[src/rtl/seven_seg_pkg.sv]
// Shared definitions for the seven-segment scan controller: register map,
// control bit positions, blanking constants, hex decoder and scan states.
package seven_seg_pkg;

    localparam logic [2:0] OFS_DIG0 = 3'd0;
    localparam logic [2:0] OFS_DIG1 = 3'd1;
    localparam logic [2:0] OFS_DIG2 = 3'd2;
    localparam logic [2:0] OFS_DIG3 = 3'd3;
    localparam logic [2:0] OFS_DP   = 3'd4;
    localparam logic [2:0] OFS_EN   = 3'd5;
    localparam logic [2:0] OFS_CTRL = 3'd6;

    localparam logic [7:0] WINDOW_SIZE = 8'd7;

    localparam int unsigned CTRL_ON_BIT  = 0;
    localparam int unsigned CTRL_RAW_BIT = 1;

    localparam logic [3:0] SEL_OFF   = 4'hF;
    localparam logic [7:0] DIGIT_OFF = 8'hFF;

    typedef enum logic [1:0] {
        ST_OFF,
        ST_BLANK,
        ST_SHOW
    } scan_state_t;

    // Active-low gfedcba pattern for a hex nibble; the dp bit is added by the caller.
    function automatic logic [6:0] hex_to_seg(input logic [3:0] v);
        logic [6:0] seg;
        case (v)
            4'h0:    seg = 7'h40;
            4'h1:    seg = 7'h79;
            4'h2:    seg = 7'h24;
            4'h3:    seg = 7'h30;
            4'h4:    seg = 7'h19;
            4'h5:    seg = 7'h12;
            4'h6:    seg = 7'h02;
            4'h7:    seg = 7'h78;
            4'h8:    seg = 7'h00;
            4'h9:    seg = 7'h10;
            4'hA:    seg = 7'h08;
            4'hB:    seg = 7'h03;
            4'hC:    seg = 7'h46;
            4'hD:    seg = 7'h21;
            4'hE:    seg = 7'h06;
            4'hF:    seg = 7'h0E;
            default: seg = 7'h7F;
        endcase
        return seg;
    endfunction

endpackage

[src/rtl/seven_seg_regs.sv]
// Bus address decode and register file for the scan controller:
// four digit registers, decimal-point mask, digit-enable mask and control bits.
module seven_seg_regs
    import seven_seg_pkg::*;
#(
    parameter logic [7:0] BASE_ADDR = 8'hD0
) (
    input  logic            i_clk,
    input  logic            i_rst,
    input  logic [7:0]      i_addr,
    input  logic [7:0]      i_data,
    input  logic            i_we,
    output logic [3:0][7:0] o_dig,
    output logic [3:0]      o_dp,
    output logic [3:0]      o_en,
    output logic            o_on,
    output logic            o_raw
);

    logic [3:0][7:0] r_dig;
    logic [3:0]      r_dp;
    logic [3:0]      r_en;
    logic [1:0]      r_ctrl;

    logic [7:0] w_ofs;
    logic       w_hit;

    // Addresses below the base wrap to large offsets, so one compare covers both ends.
    assign w_ofs = i_addr - BASE_ADDR;
    assign w_hit = i_we && (w_ofs < WINDOW_SIZE);

    always_ff @(posedge i_clk) begin
        if (i_rst) begin
            r_dig  <= '0;
            r_dp   <= '0;
            r_en   <= 4'hF;
            r_ctrl <= 2'b01;
        end else if (w_hit) begin
            case (w_ofs[2:0])
                OFS_DIG0, OFS_DIG1, OFS_DIG2, OFS_DIG3: r_dig[w_ofs[1:0]] <= i_data;
                OFS_DP:   r_dp   <= i_data[3:0];
                OFS_EN:   r_en   <= i_data[3:0];
                OFS_CTRL: r_ctrl <= {i_data[CTRL_RAW_BIT], i_data[CTRL_ON_BIT]};
                default:  ;
            endcase
        end
    end

    assign o_dig = r_dig;
    assign o_dp  = r_dp;
    assign o_en  = r_en;
    assign o_on  = r_ctrl[0];
    assign o_raw = r_ctrl[1];

endmodule

[src/rtl/seven_seg_scan_ctrl.sv]
// Time-multiplexed 4-digit seven-segment scan controller with a bus-mapped
// register file, programmable dwell, anti-ghosting blank gap and registered outputs.
module seven_seg_scan_ctrl
    import seven_seg_pkg::*;
#(
    parameter logic [7:0]  BASE_ADDR    = 8'hD0,
    parameter int unsigned SCAN_DIV     = 2500,
    parameter int unsigned BLANK_CYCLES = 8
) (
    input  logic       CLK,
    input  logic       RESET,
    input  logic [7:0] BUS_ADDR,
    input  logic [7:0] BUS_DATA,
    input  logic       BUS_WE,
    output logic [3:0] SEL,
    output logic [7:0] DIGIT
);

    localparam int unsigned CNT_MAX0 = (SCAN_DIV > BLANK_CYCLES) ? SCAN_DIV : BLANK_CYCLES;
    localparam int unsigned CNT_MAX  = (CNT_MAX0 > 2) ? CNT_MAX0 : 2;
    localparam int unsigned CNT_W    = $clog2(CNT_MAX);

    localparam logic [CNT_W-1:0] SHOW_LAST  = CNT_W'(SCAN_DIV - 1);
    localparam logic [CNT_W-1:0] BLANK_LAST = CNT_W'((BLANK_CYCLES > 0) ? BLANK_CYCLES - 1 : 0);

    // With no blank gap, slots run back to back and BLANK is only seen out of reset.
    localparam scan_state_t ST_AFTER_SHOW = (BLANK_CYCLES == 0) ? ST_SHOW : ST_BLANK;

    logic [3:0][7:0] w_dig;
    logic [3:0]      w_dp;
    logic [3:0]      w_en;
    logic            w_on;
    logic            w_raw;

    scan_state_t     r_state;
    scan_state_t     w_state_nxt;
    logic [CNT_W-1:0] r_cnt;
    logic [CNT_W-1:0] w_cnt_nxt;
    logic [1:0]      r_idx;
    logic [1:0]      w_idx_nxt;

    logic [7:0]      w_cur_dig;
    logic [3:0]      w_sel_nxt;
    logic [7:0]      w_digit_nxt;

    seven_seg_regs #(
        .BASE_ADDR (BASE_ADDR)
    ) u_regs (
        .i_clk  (CLK),
        .i_rst  (RESET),
        .i_addr (BUS_ADDR),
        .i_data (BUS_DATA),
        .i_we   (BUS_WE),
        .o_dig  (w_dig),
        .o_dp   (w_dp),
        .o_en   (w_en),
        .o_on   (w_on),
        .o_raw  (w_raw)
    );

    always_ff @(posedge CLK) begin
        if (RESET) begin
            r_state <= ST_BLANK;
            r_cnt   <= '0;
            r_idx   <= '0;
        end else begin
            r_state <= w_state_nxt;
            r_cnt   <= w_cnt_nxt;
            r_idx   <= w_idx_nxt;
        end
    end

    // Display-off is checked before any slot boundary so a disable always wins.
    always_comb begin
        w_state_nxt = r_state;
        w_cnt_nxt   = r_cnt + CNT_W'(1);
        w_idx_nxt   = r_idx;
        if (!w_on) begin
            w_state_nxt = ST_OFF;
            w_cnt_nxt   = '0;
            w_idx_nxt   = '0;
        end else begin
            case (r_state)
                ST_OFF: begin
                    w_state_nxt = ST_AFTER_SHOW;
                    w_cnt_nxt   = '0;
                    w_idx_nxt   = '0;
                end
                ST_BLANK: begin
                    if ((BLANK_CYCLES == 0) || (r_cnt == BLANK_LAST)) begin
                        w_state_nxt = ST_SHOW;
                        w_cnt_nxt   = '0;
                    end
                end
                ST_SHOW: begin
                    if (r_cnt == SHOW_LAST) begin
                        w_state_nxt = ST_AFTER_SHOW;
                        w_cnt_nxt   = '0;
                        w_idx_nxt   = r_idx + 2'd1;
                    end
                end
                default: begin
                    w_state_nxt = ST_OFF;
                    w_cnt_nxt   = '0;
                    w_idx_nxt   = '0;
                end
            endcase
        end
    end

    assign w_cur_dig = w_dig[r_idx];

    always_comb begin
        w_sel_nxt   = SEL_OFF;
        w_digit_nxt = DIGIT_OFF;
        if (w_on && (r_state == ST_SHOW) && w_en[r_idx]) begin
            w_sel_nxt   = ~(4'b0001 << r_idx);
            w_digit_nxt = w_raw ? w_cur_dig : {~w_dp[r_idx], hex_to_seg(w_cur_dig[3:0])};
        end
    end

    always_ff @(posedge CLK) begin
        if (RESET) begin
            SEL   <= SEL_OFF;
            DIGIT <= DIGIT_OFF;
        end else begin
            SEL   <= w_sel_nxt;
            DIGIT <= w_digit_nxt;
        end
    end

endmodule
[config.mk]
export PLATFORM = sky130hd
export DESIGN_NAME = seven_seg_scan_ctrl
export DESIGN_NICKNAME = d
export VERILOG_FILES = /design/src/rtl/seven_seg_pkg.sv /design/src/rtl/seven_seg_regs.sv /design/src/rtl/seven_seg_scan_ctrl.sv
export SDC_FILE = /design/constraint.sdc
export NUM_CORES = 1
export LEC_CHECK = 0
export ABC_CLOCK_PERIOD_IN_PS = 1900
export CAP_MARGIN = 20
export CORE_ASPECT_RATIO = 1.1
export CORE_MARGIN = 1.5
export CORE_UTILIZATION = 42
export CTS_CLUSTER_SIZE = 30
export DETAILED_ROUTE_END_ITERATION = 8
export HOLD_SLACK_MARGIN = 0.15
export PLACE_DENSITY = 0.67
export SYNTH_ARGS = -nofsm -noshare
export SYNTH_HDL_FRONTEND = slang
export SYNTH_SLANG_ARGS = --single-unit
[constraint.sdc]
create_clock -name CLK -period 1.9 [get_ports CLK]
set_input_delay 0.475 -clock CLK [delete_from_list [all_inputs] [get_ports CLK]]
set_output_delay 0.475 -clock CLK [all_outputs]
set_load 0.03 [all_outputs]
# After elaboration in Yosys (flattened, before gate mapping)

Memory sizes are Yosys's and may differ from the RTL's.
Cells that the tools add are included.

Word-level logic and storage cells: 76
Output and inout bits: 12
ROM bits: 112
Bits in registers: 70
Memories: 1

Memories:

| memory          | words | width | rd ports | clocked after memory_dff | wr ports | RTL line            | text |
|---|---|---|---|---|---|---|---|
| (no name shown) | 16    | 7     | 1        | 0                        | 0        | seven_seg_pkg.sv:30 | `case (v)` |

Multiplexer cells: 19
Equality and inequality tests: 14
Reduce and logical (&&, ||, !) cells: 16
Add/sub/neg operators: 3
Magnitude comparators: 4
Bitwise operators: 5
Shift-type cells: 1

Operator list:

| kind                                                        | count |
|---|---|
| bitwise mux 32 bit                                          | 1 |
| 2-to-1 mux 12 bit                                           | 2 |
| 2-to-1 mux 8 bit                                            | 3 |
| case mux 12 bit (2 select lines)                            | 1 |
| binary-select mux 8 bit (select 2 bit)                      | 1 |
| demux 8 bit (select 2 bit)                                  | 1 |
| AND reduction 2 bit                                         | 7 |
| adder 12 x 1 -> 12 bit (second input constant)              | 1 |
| == test 12 bit (second input constant)                      | 1 |
| == test 12 x 3 -> 1 bit (second input constant)             | 1 |
| == test 3 bit (second input constant)                       | 3 |
| less-than comparator 8 x 3 -> 1 bit (second input constant) | 1 |
| subtractor 8 bit (second input constant)                    | 1 |
| == test 3 x 2 -> 1 bit (second input constant)              | 2 |
| less-than comparator 2 x 3 -> 1 bit (second input constant) | 2 |
| 2-to-1 mux 2 bit                                            | 3 |
| inequality test 3 bit (second input constant)               | 2 |
| case mux 2 bit (3 select lines)                             | 1 |
| binary-select mux 1 bit (select 2 bit)                      | 2 |
| logical AND 1 bit                                           | 4 |
| inequality test 2 bit (second input constant)               | 2 |
| inverter 1 bit                                              | 4 |
| inverter 4 bit                                              | 1 |
| case mux 2 bit (2 select lines)                             | 1 |
| other kinds (11)                                            | 14 |

# Longest topological paths before layout

Depth after elaboration: 6
Gate-level depth with buffers: 7

# Modules after synthesis

A second synthesis with hierarchy kept.

Cell total of the unflattened synthesis: 350
Area, all modules: 3532.1 µm²

Modules (own cells, without submodules):

| module              | cells each | sequential area each (µm²) | area each (µm²) | instances |
|---|---|---|---|---|
| seven_seg_scan_ctrl | 188        | 560.5                      | 1795.5          | 1 |
| seven_seg_regs      | 162        | 840.8                      | 1736.7          | 1 |

# Least setup slack after synthesis

Ideal clock, no wire load.

Path type: register to register
Start point: register r_idx[0]
End point: register DIGIT[0]
Arrival time: 1.939 ns
Setup time: 0.124 ns
Path slack: -0.163 ns
Cell stages (with the launch flop): 7
Period minus slack after synthesis: 2.063 ns
Path through: dfxtp_1 buf_6 mux4_2 ha_1 nor2b_1 a2111oi_2 o21ai_1

Word-level cells in the longest chain between the ends: 5
Elaborated cells between the ends (all ways): 9
Those cells by class: 5 x mux; 1 x bitwise; 2 x reduce/logical; 1 x memory

Ends and longest elaborated chain:

| item                                                                             | RTL line                   | text |
|---|---|---|
| start, declared                                                                  | seven_seg_scan_ctrl.sv:39  | `logic [1:0] r_idx;` |
| start signal, assigned                                                           | seven_seg_scan_ctrl.sv:69  | `r_idx <= w_idx_nxt;` |
| parallel branches: the longest is 5 deep, another holds memory read (16 x 7 bit) | -                          |  |
| end signal, assigned                                                             | seven_seg_scan_ctrl.sv:128 | `DIGIT <= w_digit_nxt;` |
| end, declared                                                                    | seven_seg_scan_ctrl.sv:16  | `output logic [7:0] DIGIT` |

Several ways; the timed one is not identified. The select of a mux whose other input is x is not followed.
A chain may end at the register's enable or synchronous reset.

# Worst setup path in the final report

Start point: register r_idx[0]
End point: register DIGIT[4]

The elaborated chain is that of the path after synthesis.

==> impl_metrics.csv <==
group,metric,value,unit
worst_setup_path,crit_end,"DIGIT[4]",
layout,multi_input_area,1820,um^2
worst_setup_path,cp.required,2120,ps
synth,yosys_warnings,0,
clock_tree,clockBufferDepth,2,
clock_tree,cts.sinks,70,
clock_tree,cts_made_buffers,9,
pwr,p_int,2.45,mW
synth,synth_cells,325,
grt,grt_max_degree,45,
routing,post-route-drc-count,0,
grt,grt_usage,17.8,%
routing,viasPerCell,5.21,
clock_tree,clk_pin_slew,80,ps
place,post-place-ws,-243,ps
layout,regArea,1410,um^2
sta,setup_violations,0,
worst_setup_path,criticalPathCategory,"flop to flop",
clock_tree,cts-htree-levels,3,
place,gp_congestion,0.826,
sta,worst_slack,14.6,ps
synth,ys_seq_area_share,42.4,%
sta,rsz0062_at_grt,"yes",
synth,synth_most_common_cell,"dfxtp_1",
synth,yosysUniqueCellTypes,47,
clock_tree,cts_tree,"done",
sta,hold_viol,0,
worst_setup_path,r2r-end,"DIGIT[4]",
layout,utilization,54.9,%
grt,grt_pass1_vias,2400,
layout,fillerInstances,672,
clock_tree,ctsHoldBuffers,0,
pwr,clkPwrFrac,46.8,%
pwr,p_total,3.10,mW
place,port_buffers,30,
routing,dr_total_vias,2528,
floorplanning,rows,33,
worst_setup_path,r2r_cells,5,
grt,grt-ovfl-total,0,
place,dpl.hpwl,4830,um
pwr,max-vdd-ir-drop,0.000323,V
worst_setup_path,endpoint_kind,"flop",
grt,antenna_found_initial,0,
synth,synthesis.nets,359,
sta,skew,7.70,ps
worst_setup_path,crit-reg2reg-launch,"r_idx[0]",
floorplanning,die_h,96.0,um
clock_tree,cts_root_buffer,"clkbuf_8",
synth,synth_commonest_cells,"dfxtp_1 (70), nor2_1 (44), mux2i_1 (38), ha_1 (15), nor3_1 (13)",
routing,drtIter0Drc,108,
sta,fin_crit_sh,99.2,%
sta,final.setup.tns,0,ps
layout,stdcell_count,485,
synth,synth_seq_cells,70,
layout,final_cell_area,4150,um^2
synth,syn_area,3300,um^2
layout,areaGrowthSynthToFinish,25.4,%
worst_setup_path,cp.arrival,2100,ps
worst_hold_path,hold_class,"flop to flop",
layout,n_antenna_cell,0,
worst_setup_path,r2r_slack,10,ps
sta,whs,461,ps
worst_setup_path,path_max_fanout,5,
pwr,power_frac_comb,5.2,%
pwr,p_sw,660,uW
outcome,status,"finished clean",
sta,tightest_slew,445,ps
routing,totalWireLength,6860,um
floorplanning,dieArea,8410,um^2
place,dp_cells,468,
pwr,seqPwrFrac,47.9,%
floorplanning,core_area,7560,um^2
pwr,switching_share,21.2,%
clock_tree,clock_latency,340,ps
synth,synthTopCellsByArea,"dfxtp_1 (42%), mux2i_1 (12%), ha_1 (5.7%)",
synth,ys.flop_type,"dfxtp_1",
run,cap_viol_max_count,0,
sta,slew_headroom,70.3,%
synth,yosysTopAreaCellShare,42.4,%
pwr,leakagePower,1.63,nW
layout,drive_gt1_share,15.5,%
routing,ant_nets,0,
synth,ys_async_sr_fraction,0,%
routing,drtPass1Iterations,4,
sta,min_period,1890,ps
grt,grt_pass1_wl,11300,um
synth,synth_edf_count,0,
synth,yosys.area.top_type,"dfxtp_1",
sta,slew_viol_final,0,
layout,finalNetCount,409,
pwr,p_per_area,749,nW/um^2
worst_setup_path,startpoint_type,"flop",
routing,wl_per_cell,14.2,um
synth,avgSynthCellArea,10.2,um^2
floorplanning,ios,31,
sta,fmax,530,MHz
place,placed_cell_area,3870,um^2
floorplanning,start_util,43.7,%
worst_hold_path,min_from,"r_cnt[0]",
floorplanning,die_x,87.6,um
worst_setup_path,worstSetupStartpoint,"r_idx[0]",
-- final cells by class --
class,instances,share of cell area (%)
inverters,11,0.996
repair buffers,56,12.0
clock buffers,12,4.26
multi-input cells,227,43.9
clock inverters,4,1.78
flip-flops and latches,70,33.9
well taps,105,3.17
-- worst min-delay path by stage --
stage               depth (start not counted)  endpoint  slack, ps
floorplan                                   1  r_cnt[0]        420
global placement                            1  r_cnt[0]        430
detailed placement                          1  r_cnt[0]        460
CTS                                         1  r_cnt[0]        470
global route                                1  r_cnt[0]        500
finish                                      1  r_cnt[0]        460
-- worst max-delay path, cell delays in order (launching register included) --
cell	delay [ps]
dfxtp_4	390
mux4_2	610
ha_4	220
mux2_4	260
o211ai_1	170
nand3_1	120
-- metal layers --
layer	part of all wire (%)	track usage (%)
met2	48	30.1
met1	48	22.2
met5	0	0
met4	1.9	8.07
met3	2.0	3.00
-- power groups by stage --
stage | clock [mW] | combinational [mW] | sequential, mW
5_1_grt | 1.56 | 0.178 | 1.49
3_3_place_gp | 0 | 0.159 | 1.52
2_1_floorplan | 0 | 0.0826 | 1.52
3_5_place_dp | 0 | 0.163 | 1.52
4_1_cts | 1.48 | 0.164 | 1.49
6_report | 1.45 | 0.163 | 1.49
-- state kept, by name (all words and copies together), names as in the netlist --
| signal | count |
|---|---|
| SEL | 4 |
| u_regs.o_dig | 32 |
| u_regs.o_dp | 4 |
| u_regs.r_ctrl | 2 |
| r_idx | 2 |
| DIGIT | 8 |
| u_regs.o_en | 4 |
| r_state | 2 |
| r_cnt | 12 |
-- cell usage in the layout (no fill, tap or decap), drive strengths merged, types with 2 or more instances in the layout --
cell type / instances
mux2i: 38
and4: 2
and2: 3
buf: 26
clkdlybuf4s50: 30
nor4: 2
nor3: 13
xor2: 9
a211o: 5
nor4bb: 2
dfxtp: 70
nor2b: 11
and3: 2
nand3: 8
o211ai: 4
o21ai: 11
nand2b: 4
nand4: 7
nand2: 12
ha: 15
nor4b: 3
nor2: 44
a21oi: 4
inv: 12
mux2: 2
clkbuf: 12
mux4: 10
a2111oi: 2
a31oi: 3
bufinv: 2
-- cell families (layout without fill, tap and decap cells) --
kind of cell / Yosys count / count (layout) / synth area share (%)
muxes: 50 / 50 / 19.8
adders and majority gates: 15 / 15 / 5.68
xor gates and xnor gates: 10 / 10 / 2.65
buffers and inverters: 28 / 83 / 3.71
AOI/OAI and AO/OA: 35 / 35 / 7.42
and+or+nand+nor: 117 / 117 / 18.3
DFF: 70 / 70 / 42.4
-- timing repair --
action                                  in CTS  in global routing
buffers inserted                             1                  0
endpoints found under the hold margin        0                  0
pin swaps                                    0                  2
endpoints found under the setup margin       1                 17
gates resized for setup                      0                  5
(Power assumes the default switching activity.)
